--- config.mk ---
export PLATFORM = sky130hd
export DESIGN_NAME = ctrl_burst_data
export DESIGN_NICKNAME = d
export VERILOG_FILES = /design/src/rtl/ctrl_burst_data.sv
export SDC_FILE = /design/constraint.sdc
export NUM_CORES = 1
export LEC_CHECK = 0
export CAP_MARGIN = 20
export CORE_MARGIN = 2
export CORE_UTILIZATION = 51
export DETAILED_ROUTE_END_ITERATION = 7
export PLACE_DENSITY = 0.74
export SLEW_MARGIN = 20
export SYNTH_ARGS = -nofsm -noshare
export SYNTH_HDL_FRONTEND = slang
export SYNTH_SLANG_ARGS = --single-unit
--- constraint.sdc ---
create_clock -name CK_t -period 4.35 [get_ports CK_t]
set_clock_uncertainty 0.1 [all_clocks]
set_input_delay 0.87 -clock CK_t [delete_from_list [all_inputs] [get_ports CK_t]]
set_output_delay 0.87 -clock CK_t [all_outputs]
set_load 0.02 [all_outputs]
--- src/rtl/ctrl_burst_data.sv ---
// ctrl_burst_data -- data-phase stage behind the CAS controller.
// Each accepted CAS command is queued with the timestamp at which its data
// window opens (issue time + AL+CL for reads, AL+CWL for writes). When the
// head comes due, a BL/2-clock window is driven. The last beat of the window
// raises rw_done.
// Optional feature: define WR_DQS_PREAMBLE_EN to add the dqs_oe output.
// That output gives a one-clock write DQS preamble and covers every write window.
module ctrl_burst_data #(
  parameter int DEPTH = 4,
  parameter int TS_W  = 6
) (
  input  logic       CK_t,
  input  logic       reset_n,
  input  logic       cas_rdy,
  input  logic [2:0] cas_req,
  input  logic [4:0] CL,
  input  logic [4:0] AL,
  input  logic [4:0] CWL,
  input  logic [3:0] BL,
  output logic       rd_valid,
  output logic       wr_en,
  output logic [2:0] beat_idx,
  output logic [2:0] burst_req,
  output logic       rw_done,
  output logic       data_busy,
  output logic       ovf_err,
  output logic       col_err
`ifdef WR_DQS_PREAMBLE_EN
  ,
  output logic       dqs_oe
`endif
);

  localparam int PW    = $clog2(DEPTH);
  localparam int CNT_W = PW + 1;

  // Request codes shared with the CAS controller (ddr_pkg encoding).
  localparam logic [2:0] RD_R  = 3'd2;
  localparam logic [2:0] RDA_R = 3'd3;
  localparam logic [2:0] WR_R  = 3'd4;
  localparam logic [2:0] WRA_R = 3'd5;

  typedef enum logic [1:0] {
    D_IDLE  = 2'd0,
    D_WAIT  = 2'd1,
    D_BURST = 2'd2
  } state_t;

  state_t           state;
  logic [TS_W-1:0]  ts;

  // Pending-burst queue: request code plus the timestamp its window opens.
  logic [2:0]       q_req [DEPTH];
  logic [TS_W-1:0]  q_due [DEPTH];
  logic [PW-1:0]    q_rd;
  logic [PW-1:0]    q_wr;
  logic [CNT_W-1:0] q_cnt;

  function automatic logic is_data_req(input logic [2:0] r);
    return (r == RD_R) || (r == RDA_R) || (r == WR_R) || (r == WRA_R);
  endfunction

  function automatic logic is_write_req(input logic [2:0] r);
    return (r == WR_R) || (r == WRA_R);
  endfunction

  logic             q_empty;
  logic             q_full;
  logic [2:0]       head_req;
  logic [TS_W-1:0]  head_due;
  logic             head_hit;
  logic [2:0]       last_idx;
  logic             last_beat;
  logic             cmd_ok;
  logic             push;
  logic             pop;
  logic             start;
  logic             collide;
  logic             burst_next;
  logic [2:0]       beat_next;
  logic [2:0]       req_next;
  logic [CNT_W-1:0] cnt_next;
  logic [TS_W-1:0]  lat;
  logic [TS_W-1:0]  push_due;
  logic [TS_W-1:0]  ts_inc;

  // Queue status, due detection and next-window decisions for this edge.
  always_comb begin
    q_empty   = (q_cnt == '0);
    q_full    = (q_cnt == CNT_W'(DEPTH));
    head_req  = q_req[q_rd];
    head_due  = q_due[q_rd];
    ts_inc    = ts + 1'b1;
    last_idx  = 3'((BL >> 1) - 4'd1);
    last_beat = (state == D_BURST) && (beat_idx == last_idx);

    // Latency is chosen by the incoming command type; due wraps modulo 2**TS_W.
    if (is_write_req(cas_req)) lat = TS_W'(AL) + TS_W'(CWL);
    else                       lat = TS_W'(AL) + TS_W'(CL);
    push_due = ts + lat;

    cmd_ok   = cas_rdy && is_data_req(cas_req);
    // A full queue rejects the push even if the head pops on the same edge.
    push     = cmd_ok && !q_full;
    head_hit = !q_empty && (head_due == ts);
    pop      = head_hit;

    // A due head opens a window unless a window is mid-flight; on the last
    // beat it chains seamlessly, otherwise it is discarded as a collision.
    start    = head_hit && ((state != D_BURST) || last_beat);
    collide  = head_hit && (state == D_BURST) && !last_beat;

    burst_next = start || ((state == D_BURST) && !last_beat);
    beat_next  = start ? 3'd0 : (beat_idx + 3'd1);
    req_next   = start ? head_req : burst_req;
    cnt_next   = q_cnt + CNT_W'(push) - CNT_W'(pop);
  end

`ifdef WR_DQS_PREAMBLE_EN
  logic [PW-1:0]   q_rd_nxt;
  logic            nh_valid;
  logic [2:0]      nh_req;
  logic [TS_W-1:0] nh_due;
  logic            dqs_next;

  // Look at the queue head as it will stand after this edge; a write due on
  // the following edge needs its DQS preamble now.
  always_comb begin
    q_rd_nxt = q_rd + PW'(1);
    nh_valid = 1'b0;
    nh_req   = cas_req;
    nh_due   = push_due;
    if (pop) begin
      if (q_cnt > CNT_W'(1)) begin
        nh_valid = 1'b1;
        nh_req   = q_req[q_rd_nxt];
        nh_due   = q_due[q_rd_nxt];
      end else begin
        nh_valid = push;
      end
    end else if (!q_empty) begin
      nh_valid = 1'b1;
      nh_req   = head_req;
      nh_due   = head_due;
    end else begin
      nh_valid = push;
    end
    dqs_next = (burst_next && is_write_req(req_next)) ||
               (nh_valid && is_write_req(nh_req) && (nh_due == ts_inc));
  end
`endif

  // Queue storage: payload only, no reset needed since q_cnt qualifies it.
  always_ff @(posedge CK_t) begin
    if (push) begin
      q_req[q_wr] <= cas_req;
      q_due[q_wr] <= push_due;
    end
  end

  // Timestamp, queue pointers, data-phase FSM and registered outputs.
  always_ff @(posedge CK_t or negedge reset_n) begin
    if (!reset_n) begin
      state     <= D_IDLE;
      ts        <= '0;
      q_rd      <= '0;
      q_wr      <= '0;
      q_cnt     <= '0;
      rd_valid  <= 1'b0;
      wr_en     <= 1'b0;
      beat_idx  <= 3'd0;
      burst_req <= 3'd0;
      rw_done   <= 1'b0;
      data_busy <= 1'b0;
      ovf_err   <= 1'b0;
      col_err   <= 1'b0;
`ifdef WR_DQS_PREAMBLE_EN
      dqs_oe    <= 1'b0;
`endif
    end else begin
      ts    <= ts_inc;
      q_cnt <= cnt_next;
      if (push) q_wr <= q_wr + PW'(1);
      if (pop)  q_rd <= q_rd + PW'(1);

      if (burst_next)          state <= D_BURST;
      else if (cnt_next != '0) state <= D_WAIT;
      else                     state <= D_IDLE;

      rd_valid  <= burst_next && !is_write_req(req_next);
      wr_en     <= burst_next && is_write_req(req_next);
      beat_idx  <= burst_next ? beat_next : 3'd0;
      burst_req <= burst_next ? req_next : 3'd0;
      rw_done   <= burst_next && (beat_next == last_idx);
      data_busy <= burst_next || (cnt_next != '0);

      if (cmd_ok && q_full) ovf_err <= 1'b1;
      if (collide)          col_err <= 1'b1;
`ifdef WR_DQS_PREAMBLE_EN
      dqs_oe    <= dqs_next;
`endif
    end
  end

endmodule

==> implementation parameters, run 1 <==
Parameter                              Value

Floorplanning
  Placeable core area    0.00599 mm2
  Initial standard-cell utilization of the core    53.5%
  Y dimension of the die    83.3 um
  Die Span X    83.3 um
  I/O pin count    37
  Placement Rows    28
  DIE AREA    0.00693 mm2

Clock tree
  Clk Tree Root Cell    clkbuf_8
  H-tree levels    3
  Maximum buffer depth of the clock tree    2
  Clock latency on the worst-skew pair    0.33 ns
  CTS sink count    63
  Clock tree from TritonCTS    done
  Register clock-pin slew on the reported worst setup and hold paths    0.07 ns
  Number of buffers inserted to repair setup after CTS    0
  Gates resized, CTS repair    0
  Post-cts hold buffer count    0
  Number of buffers inserted during clock tree synthesis    9

Setup path
  Crit path arrival time    3.89 ns
  Type of the setup path with the least slack    in -> reg
  Data required time at the worst endpoint    4.31 ns
  Reg2Reg Depth    13
  Startpoint class of the critical path    input port
  Reg-to-reg endpoint    data_busy
  R2R Setup Slk    0.84 ns
  Endpoint class of the critical path    flop
  Critical-path maximum fanout    6
  Worst r2r src    q_rd[1]

Routing
  Count of nets left with antenna violations after detail routing    0
  Vias post-DR    1915
  DR DRC count    0
  Drt wl/cell    15.8 um
  Final Routed Wirelength    5710 um
  First-iteration detailed-routing DRC count    75
  Initial DRT Pass Iterations    4
  Mean number of vias per cell    5.30

Power
  Proportion of power drawn by flip-flops and latches    42.7%
  Net Switching    0.553 mW
  Total internal power    1.32 mW
  Logic pwr share    28.7%
  Clock network fraction of total power    28.6%
  Leakage power summed over all cells    1.61 nW
  Switching power as a share of total power    29.6%
  Power density over cell area    481 mW/mm2
  Worst IR drop on VDD    0.261 mV

Place
  Port bufs    35
  Placement Cell Area    0.00367 mm2
  Final RePlAce weighted congestion    0.779
  HPWL after DPL    4210 um
  Number of placed instances, taps included    345
  Worst setup timing slack at the placement stage    0.0581 ns

Timing
  Number of max-slew violations in the final report    0
  Endpoints failing setup    0
  Hold slack    0.356 ns
  Achievable frequency    255 MHz
  Worst slew pin tran    0.856 ns
  Setup repair after global routing missed its margin    no
  Final-report hold violation count    0
  Final-layout setup total negative slack    0 ns
  Final period demand of the worst path    3.93 ns
  Post-route fraction of the period consumed by the critical path    90.3%
  Worst max-slew margin expressed relative to the limit    42.7%
  Worst setup slack after layout    0.424 ns

Logic synthesis
  Number of distinct library cells after synthesis    46
  Number of warnings issued by yosys    0
  Top post-synthesis cells by count    36 x edfxtp_1, 27 x dfrtp_1, 19 x ha_1
  Fraction of post-synthesis cell area in the top cell type by area    33.8%
  Biggest area consumer among synthesized cells    edfxtp_1
  Seq/Total Area, Yosys    54.8%
  Yosys reg bits    63
  Syn nets    279
  Mean instance size in the synthesized netlist    13.8 um2
  Number of flops mapped to enable cells by yosys    36
  Synthesized netlist cell count    232
  Share of flip-flops with an asynchronous set or reset    42.9%
  Synth top area cells    edfxtp_1 34%, dfrtp_1 21%, ha_1 7.4%, xnor2_1 4.1%, mux4_2 3.5%
  Most common cell in the netlist    edfxtp_1
  Most frequently used flop master after synthesis    edfxtp_1
  Cell Area, Synth    0.00320 mm2

Global route
  Gr ovfl total    0
  Total global-route track usage    17.9%
  Pin count of the biggest net entering global routing    28
  Antenna violations before repair    0
  Global-route wire length before repair    9460 um
  Via count of the first global-routing pass    1931

Outcome
  Status    finished, final reports clean

Run
  Max Cap Viol    0

Layout
  Filler instances    447
  Post-route cell area    0.00388 mm2
  Non-filler instance count after layout    361
  Post-layout nets    328
  Total inserted antenna cells    0
  Fraction of final layout cells with drive strength greater than 1    15.4%
  Layout overhead on the synthesized area    21.2%

Min path
  Worst hold stages    1
  Min-Delay Endpoint    col_err
  Critical hold path startpoint    col_err
  Type of the most critical hold path    reg -> reg
[worst max-delay path, cell delays in order]
cell and delay (ns):
clkdlybuf4s50_1 0.49, nor2b_1 0.18, buf_4 0.16, mux2_2 0.33, ha_1 0.20, fa_1 0.47, ha_1 0.28, a21o_1 0.18
a21oi_1 0.19, o21bai_1 0.09, a21oi_1 0.16, xor3_1 0.30
[stage by stage]
stage	utilization [%]	total power, mW
6_report	64.8	1.87
5_1_grt	64.8	1.97
4_1_cts	64.8	1.89
3_5_place_dp	61.3	1.35
3_3_place_gp	61.3	1.33
2_1_floorplan	-	1.21
[flip-flops by register name, summed over array words and instances (netlist names), 2 cells and up]
register,flops
q_rd,2
ts,6
q_req,12
q_wr,2
burst_req,3
q_cnt,3
q_due,24
state,2
beat_idx,3
[power groups by stage]
stage	clock network, mW	registers [mW]	logic [mW]
after global routing	0.568	0.809	0.596
after floorplan	0	0.795	0.412
after global placement	0	0.806	0.523
after detailed placement	0	0.811	0.541
after CTS	0.545	0.799	0.545
final	0.534	0.798	0.536
[cells in the final DEF (no fill, tap or decap), types with 2 or more instances in the layout]
cell and count:
a211o_1 2, a21o_1 4, a21oi_1 7, and2_1 5, buf_4 10, clkbuf_1 2, clkbuf_8 10, clkdlybuf4s50_1 35
clkinv_2 2, dfrtp_1 27, edfxtp_1 36, fa_1 3, ha_1 19, inv_1 17, mux2_2 6, mux2i_1 8
mux4_2 5, nand2_1 9, nand3_1 5, nor2_1 6, nor2b_1 4, nor3_1 3, o2111ai_1 2, o21ai_0 3
o21ai_1 3, o21bai_1 3, or3_1 3, xnor2_1 15, xnor2_2 3, xor2_1 10
[how the worst max path moves through the flow]
| stage | endpoint | start | depth (start not counted) | slack, ns |
|---|---|---|---|---|
| 6_report | q_due[2][5] | cas_req[1] | 12 | 0.42 |
| 5_1_grt | q_due[3][5] | cas_req[1] | 12 | 0.21 |
| 4_1_cts | q_due[1][5] | cas_req[1] | 12 | 0.42 |
| 3_5_place_dp | q_due[1][5] | cas_req[1] | 12 | 0.06 |
| 3_3_place_gp | q_due[2][5] | cas_req[2] | 12 | 0.12 |
| 2_1_floorplan | q_due[0][5] | cas_req[2] | 11 | 0.67 |
[layer usage]
metal | up-vias | GRT usage, % | wire [um]
met5 | - | 0 | 0
met4 | 0 | 9.99 | 134
met3 | 13 | 3.58 | 213
met2 | 54 | 28.7 | 2820
met1 | 917 | 22.8 | 2540
li1 | 931 | - | -
[area by class of cell]
class / count / area, um2 / area share, %
Clock inverter: 3 / 40.0 / 1.03
Sequential cell: 63 / 1760 / 45.3
Timing Repair Buffer: 45 / 425 / 11.0
Clock buffer: 13 / 170 / 4.38
Inverter: 18 / 70.1 / 1.81
Multi-Input combinational cell: 144 / 1330 / 34.1
Tap cell: 75 / 93.8 / 2.42
[logic make-up after synthesis]
group | Yosys count | share of synthesized area (%)
AO/OA/AOI/OAI | 34 | 8.32
XOR/XNOR | 29 | 9.10
adder cells (fa/ha/maj) | 22 | 9.30
buffers and inverters | 25 | 3.79
flip-flops | 63 | 54.8
multiplexers | 19 | 8.13
AND/OR/NAND/NOR | 40 | 6.52
(Power assumes the default switching activity.)
==> run 2: changes to the inputs <==
MAX_ROUTING_LAYER = met4   (was unset)
==> implementation parameters, run 2 (synthesis results as in run 1) <==
Parameter                              Value

Outcome
  Status    finished, final reports clean

Min path
  Critical hold path startpoint    col_err
  Type of the most critical hold path    reg -> reg
  Worst hold stages    1 (unchanged)
  Min-Delay Endpoint    col_err

Timing
  Final-report hold violation count    0 (unchanged)
  Worst slew pin tran    0.855 ns (-0.00105 ns)
  Final-layout setup total negative slack    0 ns (unchanged)
  Post-route fraction of the period consumed by the critical path    89.8% (-0.49 points)
  Achievable frequency    256 MHz (+0.54%)
  Number of max-slew violations in the final report    0 (unchanged)
  Worst max-slew margin expressed relative to the limit    42.8% (+0.071 points)
  Setup repair after global routing missed its margin    no
  Hold slack    0.355 ns (-0.000484 ns)
  Final period demand of the worst path    3.90 ns (-0.0213 ns)
  Endpoints failing setup    0 (unchanged)

Power
  Power density over cell area    482 mW/mm2 (+0.12%)
  Proportion of power drawn by flip-flops and latches    42.6% (about the same)
  Net Switching    0.555 mW (+0.41%)
  Switching power as a share of total power    29.7% (+0.085 points)
  Logic pwr share    28.7% (about the same)
  Leakage power summed over all cells    1.61 nW (unchanged)
  Overall power consumption    1.87 mW (+0.12%)
  Clock network fraction of total power    28.6% (about the same)
  Total internal power    1.32 mW (about the same)
  Worst IR drop on VDD    0.262 mV (+0.22%)

Clock tree
  Number of buffers inserted during clock tree synthesis    9 (unchanged)
  H-tree levels    3 (unchanged)
  Post-cts hold buffer count    0 (unchanged)
  Clk Tree Root Cell    clkbuf_8
  Number of buffers inserted to repair setup after CTS    0 (unchanged)
  Gates resized, CTS repair    0 (unchanged)
  Clock latency on the worst-skew pair    0.34 ns (about the same)
  Clock tree from TritonCTS    done
  CTS sink count    63 (unchanged)
  Maximum buffer depth of the clock tree    2 (unchanged)
  Register clock-pin slew on the reported worst setup and hold paths    0.07 ns (about the same)

Layout
  Most used cells in the layout excluding fill and tap cells    36 x edfxtp_1, 35 x clkdlybuf4s50_1, 27 x dfrtp_1, 19 x ha_1, 17 x inv_1
  Max reg flops    24 (unchanged)
  Layout overhead on the synthesized area    21.2% (unchanged)
  Largest registers    q_due (24), q_req (12), ts (6)
  Fraction of final layout cells with drive strength greater than 1    15.4% (unchanged)
  Post-layout nets    328 (unchanged)
  Post-route cell area    0.00388 mm2 (unchanged)
  Most flop-heavy register    q_due
  Total inserted antenna cells    0 (unchanged)
  Post-layout utilization of the core    64.8% (unchanged)
  Most common library cell in the layout ignoring fill and taps    edfxtp_1

Setup path
  Data required time at the worst endpoint    4.32 ns (about the same)
  Type of the setup path with the least slack    in -> reg
  Critical Path Max Stage Delay    0.49 ns (about the same)
  Cell at the slowest stage of the critical path    clkdlybuf4s50_1
  R2R Setup Slk    0.85 ns (about the same)
  Reg2Reg Depth    13 (unchanged)
  Critical-path maximum fanout    6 (unchanged)
  Endpoint class of the critical path    flop
  Startpoint class of the critical path    input port
  Worst r2r src    q_rd[1]
  Critical-path cell list    clkdlybuf4s50_1 > nor2b_1 > buf_4 > mux2_2 > ha_1 > fa_1 > ha_1 > a21o_1 > a21oi_1 > o21bai_1 > a21oi_1 > xor3_1
  Reg-to-reg endpoint    data_busy
  Crit path arrival time    3.87 ns (-0.02 ns)

Routing
  Mean number of vias per cell    5.28 (-0.52%)
  Drt wl/cell    15.9 um (+0.47%)
  Final Routed Wirelength    5740 um (+0.47%)
  DR DRC count    0 (unchanged)
  First-iteration detailed-routing DRC count    99 (+32%)
  Initial DRT Pass Iterations    4 (unchanged)
  Vias post-DR    1905 (-0.52%)
  Count of nets left with antenna violations after detail routing    0 (unchanged)

Floorplanning
  Initial standard-cell utilization of the core    53.5% (unchanged)
  Y dimension of the die    83.3 um (unchanged)
  Die Span X    83.3 um (unchanged)
  Placement Rows    28 (unchanged)
  Placeable core area    0.00599 mm2 (unchanged)
  I/O pin count    37 (unchanged)
  DIE AREA    0.00693 mm2 (unchanged)

Place
  HPWL after DPL    4210 um (unchanged)
  Final RePlAce weighted congestion    0.790 (+1.4%)
  Port bufs    35 (unchanged)
  Placement Cell Area    0.00367 mm2 (unchanged)

Global route
  Antenna violations before repair    0 (unchanged)
  Via count of the first global-routing pass    1930 (-0.052%)
  Pin count of the biggest net entering global routing    28 (unchanged)
  Global-route wire length before repair    9480 um (+0.22%)
  Gr ovfl total    0 (unchanged)
  Total global-route track usage    18.5% (+0.63 points)

Run
  Max Cap Viol    0 (unchanged)
run 2: cell counts in the layout (fill, tap and decap cells not counted):
Identical to the previous run, type by type.
run 2: cell type report:
type | count | area, um2
Clock inverter | 3 | 40.0
Sequential cell | 63 | 1760
Multi-Input combinational cell | 144 | 1330
Inverter | 18 | 70.1
Clock buffer | 13 | 170
Fill cell | 447 | 2110
Tap cell | 75 | 93.8
Timing Repair Buffer | 45 | 425
run 2: worst max-delay path by stage:
stage             endpoint       start  slack (ns)
2_1_floorplan  q_due[0][5]  cas_req[2]        0.67
3_3_place_gp   q_due[2][5]  cas_req[2]        0.12
3_5_place_dp   q_due[1][5]  cas_req[1]        0.06
4_1_cts        q_due[1][5]  cas_req[1]        0.42
5_1_grt        q_due[3][5]  cas_req[1]        0.21
6_report       q_due[2][5]  cas_req[1]        0.45
run 2: power groups by stage:
stage	registers, mW	clock network [mW]	logic, mW
2_1_floorplan	0.795	0	0.412
3_3_place_gp	0.806	0	0.523
3_5_place_dp	0.811	0	0.541
4_1_cts	0.799	0.545	0.545
5_1_grt	0.809	0.570	0.596
6_report	0.798	0.536	0.537
run 2: metal layers:
metal | GRT usage [%] | vias to the layer above | part of all wire (%)
li1 | - | 933 | -
met1 | 22.9 | 919 | 46
met2 | 28.7 | 40 | 49
met3 | 3.88 | 13 | 3.3
met4 | 9.99 | 0 | 2.5
met5 | - | - | 0
run 2: critical path: cells and delay by family:
family | cells | cell delay [ns]
xor+xnor | 1 | 0.30
mux | 1 | 0.33
buf+inv | 2 | 0.64
compound gates | 4 | 0.62
simple gates | 1 | 0.17
fa+ha+maj | 3 | 0.95
run 2: metrics by stage:
| stage | instances | worst slack [ns] |
|---|---|---|
| after floorplan | 232 | 0.667 |
| after global placement | 345 | 0.125 |
| after detailed placement | 345 | 0.0581 |
| after CTS | 361 | 0.422 |
| after global routing | 361 | 0.208 |
| final | 361 | 0.445 |
==> run 3: changes to the inputs <==
DONT_BUFFER_PORTS = 1   (was unset)
GPL_TIMING_DRIVEN = 0   (was unset)
PLACE_DENSITY = 0.66   (was 0.74)
==> implementation parameters, run 3 (synthesis results as in run 1) <==
Parameter                              Value

Clock tree
  Post-cts hold buffer count    0 (unchanged)
  H-tree levels    3 (unchanged)
  Gates resized, CTS repair    0 (unchanged)
  Register clock-pin slew on the reported worst setup and hold paths    0.07 ns (about the same)
  Number of buffers inserted to repair setup after CTS    0 (unchanged)
  Maximum buffer depth of the clock tree    2 (unchanged)
  CTS sink count    63 (unchanged)
  Clock tree from TritonCTS    done
  Number of buffers inserted during clock tree synthesis    9 (unchanged)
  Clk Tree Root Cell    clkbuf_8
  Clock latency on the worst-skew pair    0.34 ns (about the same)

Layout
  Max reg flops    24 (unchanged)
  Layout overhead on the synthesized area    9.84%
  Filler instances    473 (+5.8%)
  Most common library cell in the layout ignoring fill and taps    edfxtp_1
  Most flop-heavy register    q_due
  Total inserted antenna cells    0 (unchanged)
  Largest registers    q_due (24), q_req (12), ts (6)
  Most used cells in the layout excluding fill and tap cells    36 x edfxtp_1, 27 x dfrtp_1, 19 x ha_1, 17 x inv_1, 15 x xnor2_1
  Fraction of final layout cells with drive strength greater than 1    15.7% (+0.34 points)
  Post-layout nets    290 (-12%)
  Non-filler instance count after layout    323 (-11%)

Place
  Port bufs    0 (-100%)
  HPWL after DPL    3830 um (-9.0%)
  Number of placed instances, taps included    307 (-11%)
  Final RePlAce weighted congestion    0.818 (+3.6%)

Power
  Power density over cell area    524 mW/mm2 (+8.7%)
  Leakage power summed over all cells    1.45 nW (-10%)
  Worst IR drop on VDD    0.313 mV (+19%)

Floorplanning
  Die Span X    83.3 um (unchanged)
  Initial standard-cell utilization of the core    53.5% (unchanged)
  I/O pin count    37 (unchanged)
  Y dimension of the die    83.3 um (unchanged)
  DIE AREA    0.00693 mm2 (unchanged)
  Placeable core area    0.00599 mm2 (unchanged)
  Placement Rows    28 (unchanged)

Global route
  Total global-route track usage    17.2% (-1.3 points)
  Via count of the first global-routing pass    1761 (-8.8%)
  Antenna violations before repair    0 (unchanged)
  Pin count of the biggest net entering global routing    28 (unchanged)
  Gr ovfl total    0 (unchanged)
  Global-route wire length before repair    8780 um (-7.4%)

Setup path
  Data required time at the worst endpoint    4.32 ns (about the same)
  Type of the setup path with the least slack    in -> reg
  Reg2Reg Depth    12 (-1)
  Crit path arrival time    3.63 ns (-0.24 ns)
  Startpoint class of the critical path    input port
  R2R Setup Slk    0.99 ns (+0.14 ns)
  Critical-path maximum fanout    6 (unchanged)
  Endpoint class of the critical path    flop

Routing
  DR DRC count    0 (unchanged)
  Drt wl/cell    16.6 um (+4.6%)
  First-iteration detailed-routing DRC count    105 (+6.1%)
  Mean number of vias per cell    5.42 (+2.7%)
  Initial DRT Pass Iterations    4 (unchanged)
  Final Routed Wirelength    5370 um (-6.4%)
  Vias post-DR    1750 (-8.1%)
  Count of nets left with antenna violations after detail routing    0 (unchanged)

Min path
  Type of the most critical hold path    in -> async

Timing
  Final period demand of the worst path    3.66 ns (-0.245 ns)
  Setup repair after global routing missed its margin    no
  Final-report hold violation count    0 (unchanged)
  Worst slew pin tran    0.908 ns (+0.0533 ns)
  Number of max-slew violations in the final report    0 (unchanged)
  Achievable frequency    273 MHz (+6.7%)
  Final-layout setup total negative slack    0 ns (unchanged)
  Worst max-slew margin expressed relative to the limit    39.2% (-3.6 points)
  Endpoints failing setup    0 (unchanged)
  Post-route fraction of the period consumed by the critical path    84.1% (-5.6 points)

Outcome
  Status    finished, final reports clean

Run
  Max Cap Viol    0 (unchanged)
-- run 3: cell types whose count changed in the layout (fill, tap and decap cells not counted), moves of 2 or more --
| cell | previous run | this run |
|---|---|---|
| clkdlybuf4s50_1 | 35 | 0 |
| clkbuf_1 | 2 | 4 |
| clkinvlp_4 | 0 | 2 |
| clkinv_4 | 0 | 2 |
| buf_4 | 10 | 0 |
-- run 3: where the power goes --
part / leakage (nW) / switching (mW) / internal (mW) / total, mW
Sequential: 0.662 / 0.0588 / 0.737 / 0.796
Clock: 0.105 / 0.230 / 0.323 / 0.553
Combinational: 0.677 / 0.260 / 0.234 / 0.494
-- run 3: layer usage --
layer	global-route usage [%]	wire length, um	share of wire [%]
met5	-	0	0
met4	7.30	97	1.8
met3	4.87	180	3.4
met2	25.1	2490	46
met1	22.7	2600	48
-- run 3: through the flow --
stage | power [mW] | hold WS (ns) | util [%] | worst slack (ns) | cell area (um2)
floorplan | 1.21 | 0.415 | - | 0.667 | 3200
global placement | 1.29 | 0.447 | 55.0 | 0.364 | 3300
detailed placement | 1.30 | 0.456 | 55.0 | 0.296 | 3300
CTS | 1.86 | 0.0973 | 58.7 | 0.666 | 3520
global route | 1.94 | 0.0949 | 58.7 | 0.442 | 3520
finish | 1.84 | 0.117 | 58.7 | 0.690 | 3520
-- run 3: worst paths after layout --
kind,start,endpoint
setup reg to reg,q_rd[0],data_busy
hold / removal,reset_n,beat_idx[2]
setup / recovery,cas_req[2],q_due[2][5]
hold reg to reg,q_cnt[2],ovf_err
max in group asynchronous,reset_n,ts[5]
min in group CK_t,q_cnt[2],ovf_err
-- run 3: worst max-delay path, stage by stage --
cell      delay, ns
nor2b_1        0.10
clkbuf_1       0.33
mux2_2         0.39
ha_1           0.21
fa_1           0.46
ha_1           0.28
a21o_1         0.18
a21oi_1        0.24
o21bai_1       0.10
a21oi_1        0.18
xor3_1         0.29
-- run 3: cell type report --
type / instances / area [um2] / area share (%)
sequential: 63 / 1760 / 49.9
multi-input combinational: 144 / 1330 / 37.7
clock buffer: 9 / 124 / 3.52
clock inverter: 7 / 97.6 / 2.77
tap: 75 / 93.8 / 2.67
inverter: 18 / 70.1 / 1.99
buffer: 7 / 51.3 / 1.46
